<file path="src/rtl/io_tx_bridge.sv">
// io_tx_bridge: memory-mapped CPU byte port feeding a FIFO that drains through a serial transmitter
// Ports: clk_in sole clock; rst_in synchronous active-low reset; rdy_in global enable (low freezes all state);
//        mem_a/mem_dout/mem_wr CPU write bus (mem_a[17:16]=2'b11 selects the block, [2:0]=0 data port, [2:0]=4 stop);
//        io_buffer_full back-pressure; tx serial line (idle high); halt sticky stop; overflow sticky dropped-byte flag.
// Define IO_TX_PARITY_EN to append an even-parity bit to every frame (11-bit frames instead of 10).
module io_tx_bridge #(
  parameter int FIFO_DEPTH   = 8,
  parameter int CLKS_PER_BIT = 4
) (
  input  logic        clk_in,
  input  logic        rst_in,
  input  logic        rdy_in,
  input  logic [31:0] mem_a,
  input  logic [7:0]  mem_dout,
  input  logic        mem_wr,
  output logic        io_buffer_full,
  output logic        tx,
  output logic        halt,
  output logic        overflow
);
  localparam int AW = $clog2(FIFO_DEPTH);
  localparam int CW = CLKS_PER_BIT > 1 ? $clog2(CLKS_PER_BIT) : 1;
  typedef enum logic [2:0] {
    IDLE,
    START,
    DATA,
`ifdef IO_TX_PARITY_EN
    PARITY,
`endif
    STOP
  } state_t;
`ifdef IO_TX_PARITY_EN
  localparam state_t AFTER_DATA = PARITY;
`else
  localparam state_t AFTER_DATA = STOP;
`endif
  state_t        state_q, state_d;
  logic [AW-1:0] wp_q, wp_d, rp_q, rp_d;
  logic [AW:0]   cnt_q, cnt_d;
  logic [CW-1:0] cyc_q, cyc_d;
  logic [2:0]    bit_q, bit_d;
  logic [7:0]    sh_q, sh_d;
  logic          par_q, par_d, halt_req_q, halt_req_d, halt_q, halt_d, ovf_q, ovf_d;
  logic [7:0]    fifo_q [FIFO_DEPTH];
  logic          io_sel, port_wr, stop_wr, full, push, pop, last_cyc, unused_addr;
  assign io_sel         = rdy_in && mem_wr && mem_a[17:16] == 2'b11;
  assign port_wr        = io_sel && mem_a[2:0] == 3'b000 && !halt_req_q && mem_dout != 8'h00;
  assign stop_wr        = io_sel && mem_a[2:0] == 3'b100;
  assign full           = cnt_q == (AW+1)'(FIFO_DEPTH);
  assign push           = port_wr && !full;
  assign pop            = state_q == IDLE && cnt_q != '0;
  assign last_cyc       = cyc_q == CW'(CLKS_PER_BIT - 1);
  assign unused_addr    = ^{mem_a[31:18], mem_a[15:3]};
  // Two slots of slack: the CPU decides on a write one cycle before it lands.
  assign io_buffer_full = cnt_q >= (AW+1)'(FIFO_DEPTH - 2);
  assign halt           = halt_q;
  assign overflow       = ovf_q;
  assign wp_d           = wp_q + AW'(push);
  assign rp_d           = rp_q + AW'(pop);
  assign cnt_d          = cnt_q + (AW+1)'(push) - (AW+1)'(pop);
  assign halt_req_d     = halt_req_q || stop_wr;
  // Halt only once everything already accepted has left the line.
  assign halt_d         = halt_q || (halt_req_q && cnt_q == '0 && state_q == IDLE);
  assign ovf_d          = ovf_q || (port_wr && full);
  always_comb begin
    state_d = state_q;
    cyc_d   = last_cyc ? '0 : cyc_q + 1'b1;
    bit_d   = bit_q;
    sh_d    = sh_q;
    par_d   = par_q;
    tx      = 1'b1;
    case (state_q)
      IDLE: begin
        cyc_d = '0;
        if (pop) begin
          sh_d    = fifo_q[rp_q];
          par_d   = ^fifo_q[rp_q];
          bit_d   = '0;
          state_d = START;
        end
      end
      START: begin
        tx = 1'b0;
        if (last_cyc) state_d = DATA;
      end
      DATA: begin
        tx = sh_q[0];
        if (last_cyc) begin
          sh_d  = sh_q >> 1;
          bit_d = bit_q + 3'd1;
          if (bit_q == 3'd7) state_d = AFTER_DATA;
        end
      end
`ifdef IO_TX_PARITY_EN
      PARITY: begin
        tx = par_q;
        if (last_cyc) state_d = STOP;
      end
`endif
      STOP: if (last_cyc) state_d = IDLE;
      default: state_d = IDLE;
    endcase
  end
  always_ff @(posedge clk_in) begin
    if (!rst_in) begin
      state_q    <= IDLE;
      wp_q       <= '0;
      rp_q       <= '0;
      cnt_q      <= '0;
      cyc_q      <= '0;
      bit_q      <= '0;
      sh_q       <= '0;
      par_q      <= 1'b0;
      halt_req_q <= 1'b0;
      halt_q     <= 1'b0;
      ovf_q      <= 1'b0;
    end else if (rdy_in) begin
      state_q    <= state_d;
      wp_q       <= wp_d;
      rp_q       <= rp_d;
      cnt_q      <= cnt_d;
      cyc_q      <= cyc_d;
      bit_q      <= bit_d;
      sh_q       <= sh_d;
      par_q      <= par_d;
      halt_req_q <= halt_req_d;
      halt_q     <= halt_d;
      ovf_q      <= ovf_d;
    end
  end
  always_ff @(posedge clk_in) begin
    if (rst_in && push) fifo_q[wp_q] <= mem_dout;
  end
endmodule

</file>
<file path="config.mk">
export PLATFORM = sky130hd
export DESIGN_NAME = io_tx_bridge
export DESIGN_NICKNAME = d
export VERILOG_FILES = /design/src/rtl/io_tx_bridge.sv
export SDC_FILE = /design/constraint.sdc
export NUM_CORES = 1
export LEC_CHECK = 0
export CAP_MARGIN = 20
export CORE_MARGIN = 1
export CORE_UTILIZATION = 50
export CTS_CLUSTER_DIAMETER = 150
export CTS_CLUSTER_SIZE = 12
export DETAILED_ROUTE_END_ITERATION = 10
export PLACE_DENSITY = 0.79
export SLEW_MARGIN = 20
export SYNTH_ARGS = -nofsm -noshare
export SYNTH_HDL_FRONTEND = slang
export SYNTH_SLANG_ARGS = --single-unit
</file>
<file path="constraint.sdc">
create_clock -name clk_in -period 2.4 [get_ports clk_in]
set_input_delay 0.48 -clock clk_in [delete_from_list [all_inputs] [get_ports clk_in]]
set_output_delay 0.48 -clock clk_in [all_outputs]
set_load 0.05 [all_outputs]
</file>
==> metrics.txt <==
share of the synthesized area in the top cell type=46.87%; crit path max fanout=9; global route overflow=0; Synth cell types=42; met1 wire length=3.344 mm; Syn. warnings=0; #FFs+latches synth=95; WS Path Type=in -> reg; CTS tree=yes; WP buf/inv=3; DRT Wirelength=7.619 mm; Die Wd=92.56 µm; count of pins over their slew limit=0; Diodes inserted=0; setup ws final=75.97 ps; initial cell density of the core=52.25%; Post-Syn Nets=342; slowest stage delay, CP=330 ps; 1st-pass router iterations=4; vias in the first global route=2476; Slew headroom=65.78%; Total GRT Usage=19.69%; PD cells=864.2 nW/µm²; ordered list of cells on the worst path=clkdlybuf4s15_2 > nor4_4 > a21oi_1 > buf_4 > nand3_2 > or2_4 > ha_4 > inv_2 > ha_4 > fa_2 > xnor2_1 > a211oi_1; Finish-stage setup viols=0; register area share after synthesis=62.01%; Final Power=4232 µW; die height=92.56 µm; CP endpoint kind=flop; cell at the root of the clock tree=clkbuf_8; CP max stage cell=fa_2; Detail Route Antenna Nets=0; drt wl/cell=17.39 µm; maximum vdd drop=0.3733 mV; most instantiated cells after synthesis=64 x edfxtp_1, 31 x dfxtp_1, 26 x nor2_1, 18 x ha_1, 18 x nand3_1; Clock Skews=15.48 ps; CP arrival=2600 ps; Final Hold Fails=0; DR iter-0 viols=159; die footprint=8566 µm²; Worst Path Required=2680 ps; Top Metal Used=met4; worst slack, placed=-830.7 ps; H-Tree Depth=3; Slew @ Worst Pin=512.5 ps; min-delay worst type=in -> reg; EDFF count, synth=64; Max Fclk=430.3 MHz; Placed Cells=416; clock sink total=95; most used cell, CP=ha_4; Synth Flop Type=edfxtp_1; Reg clk slew, reported paths=110 ps; Max-Cap Viols=0; vias per inst=5.635; final net count=394; I/O Pins=48; detailed-route via count=2468; Post-route DRC=0; share of post-route cells with drive strength above 1=29.46%; initial antenna violation count=0; Post-Layout Cell Count=438; largest net degree at the start of global routing=22; area leader, netlist=edfxtp_1; Top delay family on crit path=adder cells; hpwl dp=5.238 mm; status=completed; CP startpoint kind=primary input; Static Leak=0.001759 µW; synthesized area=4100 µm²; RSZ-0062 raised after global routing=true; later-pin clock latency in the skew report=370 ps; first-pass GRT wire length=12.39 mm; Synth Instances=279; core box area=7848 µm²; Synth area leaders=edfxtp_1 47%, dfxtp_1 15%, mux4_2 8.8%; fin crit period=2324 ps; CTS Buf Count=9; average size of a mapped cell=14.70 µm²; Port Buffers=20; met2 wire length=3.914 mm; Clock Tree Buf Depth=2; Placer Congestion=0.7526; synth-to-layout area growth=19.44%; most common cell in the netlist=edfxtp_1; FFs w/ async S/R, synth=0%; met3 WL=272 µm; part of the cycle the worst path needs=96.83%; FP Rows=32
registers in the layout, summed over array words and instances (netlist names), named ones only:
register    flops
sh_q            8
halt_req_q      1
cyc_q           2
halt            1
overflow        1
rp_q            3
cnt_q           4
state_q         2
wp_q            3
bit_q           3
fifo_q         64
through the flow:
stage	hold slack, ps	utilization, %	TNS, ps	cell area [µm²]
3_5_place_dp	463.8	58.29	-10070	4574
6_report	390.3	62.40	0	4897
5_1_grt	368.1	62.40	-23.92	4897
4_1_cts	481.3	61.89	0	4857
2_1_floorplan	440.1	-	-162.8	4109
3_3_place_gp	451.4	58.29	-6151	4574
placed cells by master, fill, tap and decap left out, types with 2 or more instances in the layout:
cell,netlist,final
edfxtp_1,64,64
buf_4,3,35
dfxtp_1,31,31
nor2_1,26,26
nand3_1,18,17
mux2i_1,17,17
mux4_2,16,16
ha_1,18,16
nand2_1,13,12
clkbuf_8,0,9
inv_1,9,8
o221ai_2,7,7
a21oi_1,6,5
dlygate4sd2_1,0,5
inv_8,0,4
clkdlybuf4s15_1,0,4
nor3_2,0,3
dlymetal6s2s_1,0,3
clkbuf_2,0,3
clkdlybuf4s50_1,0,3
inv_2,1,2
nor4_2,0,2
nand4_1,2,2
nand3_2,1,2
xnor2_1,2,2
xor2_1,2,2
o21ai_0,2,2
a22oi_1,2,2
nor3_1,5,2
ha_4,0,2
path summary, 6_finish.rpt:
| check | startpoint | cells after the start | slack [ps] | end |
|---|---|---|---|---|
| max | mem_dout[6] | 12 | 80 | cnt_q[2]$_SDFFE_PN0P_ |
| min reg2reg | cyc_q[1]$_SDFFE_PN0P_ | 2 | 480 | cyc_q[1]$_SDFFE_PN0P_ |
| min | mem_dout[5] | 1 | 390 | fifo_q[2][5]$_DFFE_PP_ |
| max reg2reg | cnt_q[2]$_SDFFE_PN0P_ | 10 | 140 | cnt_q[2]$_SDFFE_PN0P_ |
power by group:
group	switching (µW)	total [µW]	internal [µW]
sequential	79.5	1930	1850
clock	632	1050	420
combinational	663	1250	583
layout make-up:
cell class,count,area (µm²)
inverter,10,37.54
clock buffer,9,123.9
multi-input combinational,159,1515
clock inverter,7,78.83
fill,609,2950
timing repair buffer,56,471.7
sequential,95,2542
tap,102,127.6
repair_timing:
action                     4_1_cts  5_1_grt
setup endpoints to repair        5       19
pin swaps                        9        7
hold buffers                     0        0
gates resized for setup         24       21
buffers inserted                 5        1
metal layers:
metal  up-vias  GRT usage (%)
met2        51          34.01
met4         0          5.469
li1       1166              -
met5         -              0
met1      1241          24.54
met3        10          4.926
cells by family after synthesis:
| logic type | Yosys count | share of synthesized area [%] |
|---|---|---|
| xor gates and xnor gates | 4 | 0.8546 |
| and+or+nand+nor | 79 | 9.704 |
| muxes | 34 | 13.21 |
| buffers and inverters | 25 | 3.295 |
| AOI/OAI and AO/OA | 23 | 4.944 |
| DFF | 95 | 62.01 |
| adders and majority gates | 19 | 5.981 |
Note: power is estimated with default switching activity, not from simulation.
